[config.mk]
export PLATFORM = sky130hd
export DESIGN_NAME = loctag_mac_scheduler_flat
export DESIGN_NICKNAME = d
export VERILOG_FILES = /design/src/rtl/loctag_pkg.sv /design/src/rtl/loctag_mac_scheduler_if.sv /design/src/rtl/loctag_lfsr16.sv /design/src/rtl/loctag_mac_scheduler.sv /design/src/flat_wrapper.sv
export SDC_FILE = /design/constraint.sdc
export NUM_CORES = 1
export LEC_CHECK = 0
export BUFFER_PORTS_ARGS = -buffer_cell sky130_fd_sc_hd__buf_2
export CORE_ASPECT_RATIO = 0.9
export CORE_MARGIN = 2
export CORE_UTILIZATION = 45
export CTS_CLUSTER_SIZE = 16
export DETAILED_ROUTE_END_ITERATION = 12
export GPL_TIMING_DRIVEN = 1
export PLACE_DENSITY = 0.75
export SLEW_MARGIN = 30
export SYNTH_ARGS = -nofsm -noshare
export SYNTH_HDL_FRONTEND = slang
export SYNTH_SLANG_ARGS = --single-unit
export TNS_END_PERCENT = 30
[constraint.sdc]
create_clock -name clk -period 2.5 [get_ports clk]
set_input_delay 0.125 -clock clk [delete_from_list [all_inputs] [get_ports clk]]
set_output_delay 0.125 -clock clk [all_outputs]
set_load 0.005 [all_outputs]
[src/rtl/loctag_pkg.sv]
// Shared types and helpers for the loctag MAC scheduler: FSM state encoding,
// LFSR feedback mask, statistics width and the saturating counter step.
package loctag_pkg;

    typedef enum logic [2:0] {
        ST_IDLE = 3'd0,
        ST_ARM  = 3'd1,
        ST_WAIT = 3'd2,
        ST_TX   = 3'd3,
        ST_HOLD = 3'd4
    } mac_state_t;

    localparam logic [15:0] LFSR_MASK = 16'hB400;
    localparam int          STAT_W    = 16;

    // Right-shifting Galois step; the mask is folded in when the bit shifted out is 1.
    function automatic logic [15:0] lfsr_step(input logic [15:0] v);
        return {1'b0, v[15:1]} ^ (v[0] ? LFSR_MASK : 16'h0000);
    endfunction

    function automatic logic [STAT_W-1:0] sat_inc(input logic [STAT_W-1:0] v);
        return (v == {STAT_W{1'b1}}) ? v : v + 16'd1;
    endfunction

endpackage

[src/rtl/loctag_mac_scheduler_if.sv]
// Bundle between trigger/mode logic, the MAC scheduler and the reflector modulator.
// The master modport is the scheduler side.
interface loctag_mac_scheduler_if #(
    parameter int MAC_Q = 2
);
    import loctag_pkg::*;

    logic              enable;
    logic              trig;
    logic              force_fs;
    logic              tx_start;
    logic [MAC_Q-1:0]  tx_slot;
    logic              tx_done;
    logic              tx_ok;
    logic              busy;
    logic [STAT_W-1:0] stat_ok;
    logic [STAT_W-1:0] stat_fail;
    logic [STAT_W-1:0] stat_drop;

    modport master (
        input  enable, trig, force_fs, tx_done, tx_ok,
        output tx_start, tx_slot, busy, stat_ok, stat_fail, stat_drop
    );

    modport slave (
        output enable, trig, force_fs, tx_done, tx_ok,
        input  tx_start, tx_slot, busy, stat_ok, stat_fail, stat_drop
    );

endinterface

[src/rtl/loctag_lfsr16.sv]
// Free-running 16-bit Galois LFSR used to draw transmit slots.
// An all-zero seed would lock up, so it is replaced by 16'h0001.
module loctag_lfsr16
    import loctag_pkg::*;
#(
    parameter logic [15:0] SEED = 16'hF1B7
) (
    input  logic        clk,
    input  logic        reset,
    output logic [15:0] value
);

    localparam logic [15:0] LOAD = (SEED == 16'h0000) ? 16'h0001 : SEED;

    logic [15:0] lfsr_r;

    // Shift every cycle regardless of scheduler state.
    always_ff @(posedge clk or posedge reset) begin
        if (reset) begin
            lfsr_r <= LOAD;
        end else begin
            lfsr_r <= lfsr_step(lfsr_r);
        end
    end

    assign value = lfsr_r;

endmodule

[src/rtl/loctag_mac_scheduler.sv]
// Slotted-ALOHA scheduler: a trigger edge opens a frame of 2^MAC_Q slots, one tx_start
// fires in a drawn slot, failures retry in fresh frames. Optional macro MAC_STATS_EN adds counters.
module loctag_mac_scheduler
    import loctag_pkg::*;
#(
    parameter logic [15:0] MAC_SEED     = 16'hF1B7,
    parameter int          MAC_Q        = 2,
    parameter logic [15:0] SLOT_CYCLES  = 16'd2400,
    parameter logic [15:0] GUARD_CYCLES = 16'd48,
    parameter int          MAX_RETRY    = 3
) (
    input  logic                   clk,
    input  logic                   reset,
    loctag_mac_scheduler_if.master bus
);

    localparam logic [MAC_Q-1:0] SLOT_LAST = {MAC_Q{1'b1}};
    localparam logic [MAC_Q-1:0] SLOT_ONE  = MAC_Q'(1'b1);
    localparam logic [15:0]      CYC_LAST  = SLOT_CYCLES - 16'd1;
    localparam logic [3:0]       RETRY_MAX = 4'(MAX_RETRY);

    mac_state_t       state_r, state_s, cont_s;
    logic [15:0]      cyc_cnt_r, cyc_cnt_s;
    logic [MAC_Q-1:0] slot_cnt_r, slot_cnt_s;
    logic [MAC_Q-1:0] tx_slot_r, tx_slot_s;
    logic [3:0]       retry_cnt_r, retry_cnt_s;
    logic             res_ok_r, res_ok_s;
    logic             tx_start_r, tx_start_s;
    logic             busy_r;
    logic             trig_d_r;
    logic [15:0]      lfsr_s;
    logic             edge_s, frame_end_s, retry_left_s, resolve_s, outcome_ok_s;

    loctag_lfsr16 #(.SEED(MAC_SEED)) u_lfsr (
        .clk   (clk),
        .reset (reset),
        .value (lfsr_s)
    );

    assign edge_s       = bus.trig & ~trig_d_r;
    assign frame_end_s  = (slot_cnt_r == SLOT_LAST) && (cyc_cnt_r == CYC_LAST);
    assign retry_left_s = (retry_cnt_r < RETRY_MAX);

    // Next-state, frame counters and tx_start lookahead.
    always_comb begin
        cont_s       = state_r;
        state_s      = state_r;
        cyc_cnt_s    = cyc_cnt_r;
        slot_cnt_s   = slot_cnt_r;
        tx_slot_s    = tx_slot_r;
        retry_cnt_s  = retry_cnt_r;
        res_ok_s     = res_ok_r;
        resolve_s    = 1'b0;
        outcome_ok_s = 1'b0;

        if (state_r == ST_WAIT || state_r == ST_TX || state_r == ST_HOLD) begin
            if (cyc_cnt_r == CYC_LAST) begin
                cyc_cnt_s  = 16'd0;
                slot_cnt_s = slot_cnt_r + SLOT_ONE;
            end else begin
                cyc_cnt_s  = cyc_cnt_r + 16'd1;
                slot_cnt_s = slot_cnt_r;
            end
        end else begin
            cyc_cnt_s  = cyc_cnt_r;
            slot_cnt_s = slot_cnt_r;
        end

        case (state_r)
            ST_IDLE: begin
                if (edge_s && bus.enable) begin
                    cont_s      = ST_ARM;
                    retry_cnt_s = 4'd0;
                end else begin
                    cont_s = ST_IDLE;
                end
            end
            ST_ARM: begin
                tx_slot_s  = bus.force_fs ? {MAC_Q{1'b0}} : lfsr_s[MAC_Q-1:0];
                cyc_cnt_s  = 16'd0;
                slot_cnt_s = {MAC_Q{1'b0}};
                cont_s     = ST_WAIT;
            end
            ST_WAIT: begin
                cont_s = tx_start_r ? ST_TX : ST_WAIT;
            end
            ST_TX: begin
                // A tx_done landing in the frame-end cycle is a result, not an abort.
                outcome_ok_s = bus.tx_done & bus.tx_ok;
                if (frame_end_s) begin
                    resolve_s = 1'b1;
                end else if (bus.tx_done) begin
                    res_ok_s = bus.tx_ok;
                    cont_s   = ST_HOLD;
                end else begin
                    cont_s = ST_TX;
                end
            end
            ST_HOLD: begin
                outcome_ok_s = res_ok_r;
                resolve_s    = frame_end_s;
                cont_s       = ST_HOLD;
            end
            default: begin
                cont_s = ST_IDLE;
            end
        endcase

        if (resolve_s) begin
            if (outcome_ok_s || !retry_left_s) begin
                state_s = ST_IDLE;
            end else begin
                state_s     = ST_ARM;
                retry_cnt_s = retry_cnt_r + 4'd1;
            end
        end else begin
            state_s = cont_s;
        end

        tx_start_s = (state_s == ST_WAIT) && (cyc_cnt_s == GUARD_CYCLES) && (slot_cnt_s == tx_slot_s);
    end

    // State and registered outputs.
    always_ff @(posedge clk or posedge reset) begin
        if (reset) begin
            state_r     <= ST_IDLE;
            cyc_cnt_r   <= 16'd0;
            slot_cnt_r  <= {MAC_Q{1'b0}};
            tx_slot_r   <= {MAC_Q{1'b0}};
            retry_cnt_r <= 4'd0;
            res_ok_r    <= 1'b0;
            tx_start_r  <= 1'b0;
            busy_r      <= 1'b0;
            trig_d_r    <= 1'b0;
        end else begin
            state_r     <= state_s;
            cyc_cnt_r   <= cyc_cnt_s;
            slot_cnt_r  <= slot_cnt_s;
            tx_slot_r   <= tx_slot_s;
            retry_cnt_r <= retry_cnt_s;
            res_ok_r    <= res_ok_s;
            tx_start_r  <= tx_start_s;
            busy_r      <= (state_s != ST_IDLE);
            trig_d_r    <= bus.trig;
        end
    end

    assign bus.tx_start = tx_start_r;
    assign bus.tx_slot  = tx_slot_r;
    assign bus.busy     = busy_r;

`ifdef MAC_STATS_EN
    logic [STAT_W-1:0] stat_ok_r, stat_fail_r, stat_drop_r;

    // Saturating outcome and dropped-trigger counters.
    always_ff @(posedge clk or posedge reset) begin
        if (reset) begin
            stat_ok_r   <= 16'd0;
            stat_fail_r <= 16'd0;
            stat_drop_r <= 16'd0;
        end else begin
            if (resolve_s && outcome_ok_s) begin
                stat_ok_r <= sat_inc(stat_ok_r);
            end else begin
                stat_ok_r <= stat_ok_r;
            end
            if (resolve_s && !outcome_ok_s && !retry_left_s) begin
                stat_fail_r <= sat_inc(stat_fail_r);
            end else begin
                stat_fail_r <= stat_fail_r;
            end
            if (edge_s && (state_r != ST_IDLE)) begin
                stat_drop_r <= sat_inc(stat_drop_r);
            end else begin
                stat_drop_r <= stat_drop_r;
            end
        end
    end

    assign bus.stat_ok   = stat_ok_r;
    assign bus.stat_fail = stat_fail_r;
    assign bus.stat_drop = stat_drop_r;
`else
    assign bus.stat_ok   = 16'h0000;
    assign bus.stat_fail = 16'h0000;
    assign bus.stat_drop = 16'h0000;
`endif

endmodule

[src/flat_wrapper.sv]
// flat-port wrapper written by rule: the top's interface ports become plain ports
module loctag_mac_scheduler_flat import loctag_pkg::*;
#(
    parameter logic [15:0] MAC_SEED     = 16'hF1B7,
    parameter int          MAC_Q        = 2,
    parameter logic [15:0] SLOT_CYCLES  = 16'd2400,
    parameter logic [15:0] GUARD_CYCLES = 16'd48,
    parameter int          MAX_RETRY    = 3
)
  (clk, reset, bus_enable, bus_trig, bus_force_fs, bus_tx_done, bus_tx_ok, bus_tx_start, bus_tx_slot, bus_busy, bus_stat_ok, bus_stat_fail, bus_stat_drop);
  loctag_mac_scheduler_if #(.MAC_Q(MAC_Q)) bus_i ();
  input  logic clk;
  input  logic reset;
  input wire logic [$bits(bus_i.enable)-1:0] bus_enable;
  input wire logic [$bits(bus_i.trig)-1:0] bus_trig;
  input wire logic [$bits(bus_i.force_fs)-1:0] bus_force_fs;
  input wire logic [$bits(bus_i.tx_done)-1:0] bus_tx_done;
  input wire logic [$bits(bus_i.tx_ok)-1:0] bus_tx_ok;
  output wire logic [$bits(bus_i.tx_start)-1:0] bus_tx_start;
  output wire logic [$bits(bus_i.tx_slot)-1:0] bus_tx_slot;
  output wire logic [$bits(bus_i.busy)-1:0] bus_busy;
  output wire logic [$bits(bus_i.stat_ok)-1:0] bus_stat_ok;
  output wire logic [$bits(bus_i.stat_fail)-1:0] bus_stat_fail;
  output wire logic [$bits(bus_i.stat_drop)-1:0] bus_stat_drop;
  assign bus_i.enable = bus_enable;
  assign bus_i.trig = bus_trig;
  assign bus_i.force_fs = bus_force_fs;
  assign bus_i.tx_done = bus_tx_done;
  assign bus_i.tx_ok = bus_tx_ok;
  assign bus_tx_start = bus_i.tx_start;
  assign bus_tx_slot = bus_i.tx_slot;
  assign bus_busy = bus_i.busy;
  assign bus_stat_ok = bus_i.stat_ok;
  assign bus_stat_fail = bus_i.stat_fail;
  assign bus_stat_drop = bus_i.stat_drop;
  loctag_mac_scheduler #(.MAC_SEED(MAC_SEED), .MAC_Q(MAC_Q), .SLOT_CYCLES(SLOT_CYCLES), .GUARD_CYCLES(GUARD_CYCLES), .MAX_RETRY(MAX_RETRY)) u_core (.clk(clk), .reset(reset), .bus(bus_i));
endmodule
==> flow_metrics.tcl <==
set metrics [dict create \
    status "complete, no violations" \
    coreArea_um2 5730 \
    wl_per_cell_um 13.0 \
    cts_tree "done" \
    pin_count 59 \
    h-tree-depth 2 \
    stdcell_count 365 \
    max_slew.worst_pin.slew_ns 0.799 \
    finalSetupViolations 0 \
    cp-end-kind "flip-flop" \
    cts_buffers 5 \
    drive_gt1_frac 0.190 \
    hold_viol_final 0 \
    grt_pass1_wl_um 7930 \
    synth_seq_cells 47 \
    initial_core_util 0.471 \
    die-area_um2 6630 \
    grt_max_degree 48 \
    power_mw 1.94 \
    clockBufferDepth 2 \
    yosys_warnings 0 \
    skew_ns 0.00294 \
    fillers 532 \
    clkTransAtPathRegs_ns 0.09 \
    hp-class "in2reg" \
    crit_chain "or4_4 > nor3_4 > nand3_2 > or3_4 > a2111o_1 > a2111oi_2" \
    startpoint_type "flip-flop" \
    peakVddDrop_mv 0.527 \
    grt_usage 0.150 \
    drtPass1Iterations 4 \
    synth-main-ff-cell "dfrtp_1" \
    min_period_ns 2.37 \
    synth-async-reset-ratio 1.00 \
    dpl.hpwl_um 3400 \
    synth_common_cells "buf_4 (49), dfrtp_1 (36), nor2_1 (25)" \
    clk_latency_ns 0.30 \
    worstSetupPathType "reg2reg" \
    cts_root_buf "clkbuf_8" \
    yosysTopAreaCell "dfrtp_1" \
    ys_seq_area_frac 0.442 \
    diodes 0 \
    synth_edf_count 0 \
    fmax_mhz 422 \
    p_leak_nw 1.35 \
    post-route-drc-count 0 \
    place.gp.congestion 0.893 \
    slew_viol_final 0 \
    vias 1820 \
    hold_ws_ns 0.0663 \
    viasPerCell 4.99 \
    synthDistinctLibCells 55 \
    fin_crit_sh 0.948 \
    avgSynthCellArea_um2 9.84 \
    drv_cap 0 \
    placed_cells 355 \
    post-cts-setup-buffers 0 \
    grt_pass1_vias 1659 \
    arrival_ns 2.57 \
    finalNetCount 304 \
    synthCells 274 \
    grt_antenna_before_repair 0 \
    p_per_area_nw_per_um2 684 \
    die_h_um 77.4 \
    portBuffers 10 \
    slowest_stage "or4_4" \
    first_iter_violations 132 \
    worstPathMaxFanout 2 \
    antenna_left 0 \
    routed_wirelength_um 4740 \
    cp.required_ns 2.70 \
    area_growth_pct 5.15 \
    die_x_um 85.6 \
    clock-sinks 47 \
    num_rows 26 \
    crit_path_max_incr_delay_ns 0.57 \
    synth_top_cell_area_share 0.334 \
    grt_overflow_total 0 \
    yosys-top-cells-area "dfrtp_1 (33%), buf_4 (14%), dfstp_2 (11%), xor2_1 (4.2%), nor2_1 (3.5%)" \
    slew_headroom 0.467 \
    post-synth-top-count-cell "buf_4" \
    syn_area_um2 2700 \
]
## flip-flops by register name, summed over array words and instances, names as in the netlist
| name | flops |
|---|---|
| u_core.bus.tx_slot | 2 |
| u_core.bus.tx_start | 1 |
| u_core.trig_d_r | 1 |
| u_core.res_ok_r | 1 |
| u_core.bus.busy | 1 |
| u_core.cyc_cnt_r | 16 |
| u_core.slot_cnt_r | 2 |
| u_core.state_r | 3 |
| u_core.u_lfsr.value | 16 |
| u_core.retry_cnt_r | 4 |
## stage by stage
step                utilization  TNS [ns]  worst slack (ns)  area [um^2]
floorplan                     -         0             0.135         2870
global placement          0.471         0             0.133         2700
detailed placement        0.471         0            0.0696         2700
CTS                       0.490         0            0.0472         2810
global route              0.495  -0.00349          -0.00349         2830
finish                    0.495         0             0.130         2830
## cell usage in the layout (no fill, tap or decap), drive strengths merged, types with 4 or more instances in the layout
cell    synthesis  layout
buf            54      24
xor2           13      13
clkbuf          6       5
dfrtp          36      36
nand4           6       6
inv             8      10
conb            1      48
xnor2           9       9
nand2          16      16
nor2           25      25
nand3          11      11
o21ai          10      10
a21oi           4       4
mux2i           4       4
dfstp          11      11
## path summary, 6_finish.rpt
check,slack (ns),end,from,cells past startpoint
worst max-delay path,0.13,u_core.bus.tx_start,u_core.cyc_cnt_r[5],6
worst min-delay path,0.07,u_core.res_ok_r,bus_tx_ok,2
worst max register to register,0.13,u_core.bus.tx_start,u_core.cyc_cnt_r[5],6
worst min register to register,0.36,u_core.u_lfsr.value[1],u_core.u_lfsr.value[2],0
max in group asynchronous,1.53,u_core.cyc_cnt_r[8],reset,3
min in group asynchronous,0.49,u_core.cyc_cnt_r[1],reset,3
## cell families (layout without fill, tap and decap cells)
kind of cell,after synthesis,in the layout,share of synthesized area
and+or+nand+nor,93,93,0.195
buffers and inverters,68,42,0.165
DFF,47,47,0.442
AOI/OAI and AO/OA,35,35,0.0919
xor gates and xnor gates,22,22,0.0715
muxes,5,5,0.0190
adders and majority gates,3,3,0.0139
other,1,48,0.00139
## per-layer routing
metal	GRT usage	vias up	wire [um]
li1	-	874	-
met1	0.214	874	2310
met2	0.215	61	2070
met3	0.0383	11	256
met4	0.0619	0	106
met5	0	-	0
## power by group
part	switching, mW	internal (mW)	leakage [nW]
Clock	0.279	0.211	0.0511
Combinational	0.271	0.210	0.706
Sequential	0.124	0.842	0.598
## worst max-delay path, delay by kind of cell, from the launching register on
family | cells | cell delay [ns]
AO/OA/AOI/OAI | 2 | 0.58
AND/OR/NAND/NOR | 4 | 1.29
flip-flops | 1 | 0.40
## area by class of cell
cell class | instances | area, um^2 | area share
Multi-Input combinational cell | 206 | 1250 | 0.442
Sequential cell | 47 | 1190 | 0.420
Timing Repair Buffer | 26 | 175 | 0.0618
Tap cell | 70 | 87.6 | 0.0309
Clock buffer | 5 | 68.8 | 0.0243
Inverter | 8 | 31.3 | 0.0110
Clock inverter | 3 | 28.8 | 0.0102
## repair_timing
action	4_1_cts	5_1_grt
hold buffers	1	1
hold endpoints to repair	1	10
setup endpoints to repair	0	1
resized for setup	0	3
No activity file was read; power rests on OpenSTA's default activity.
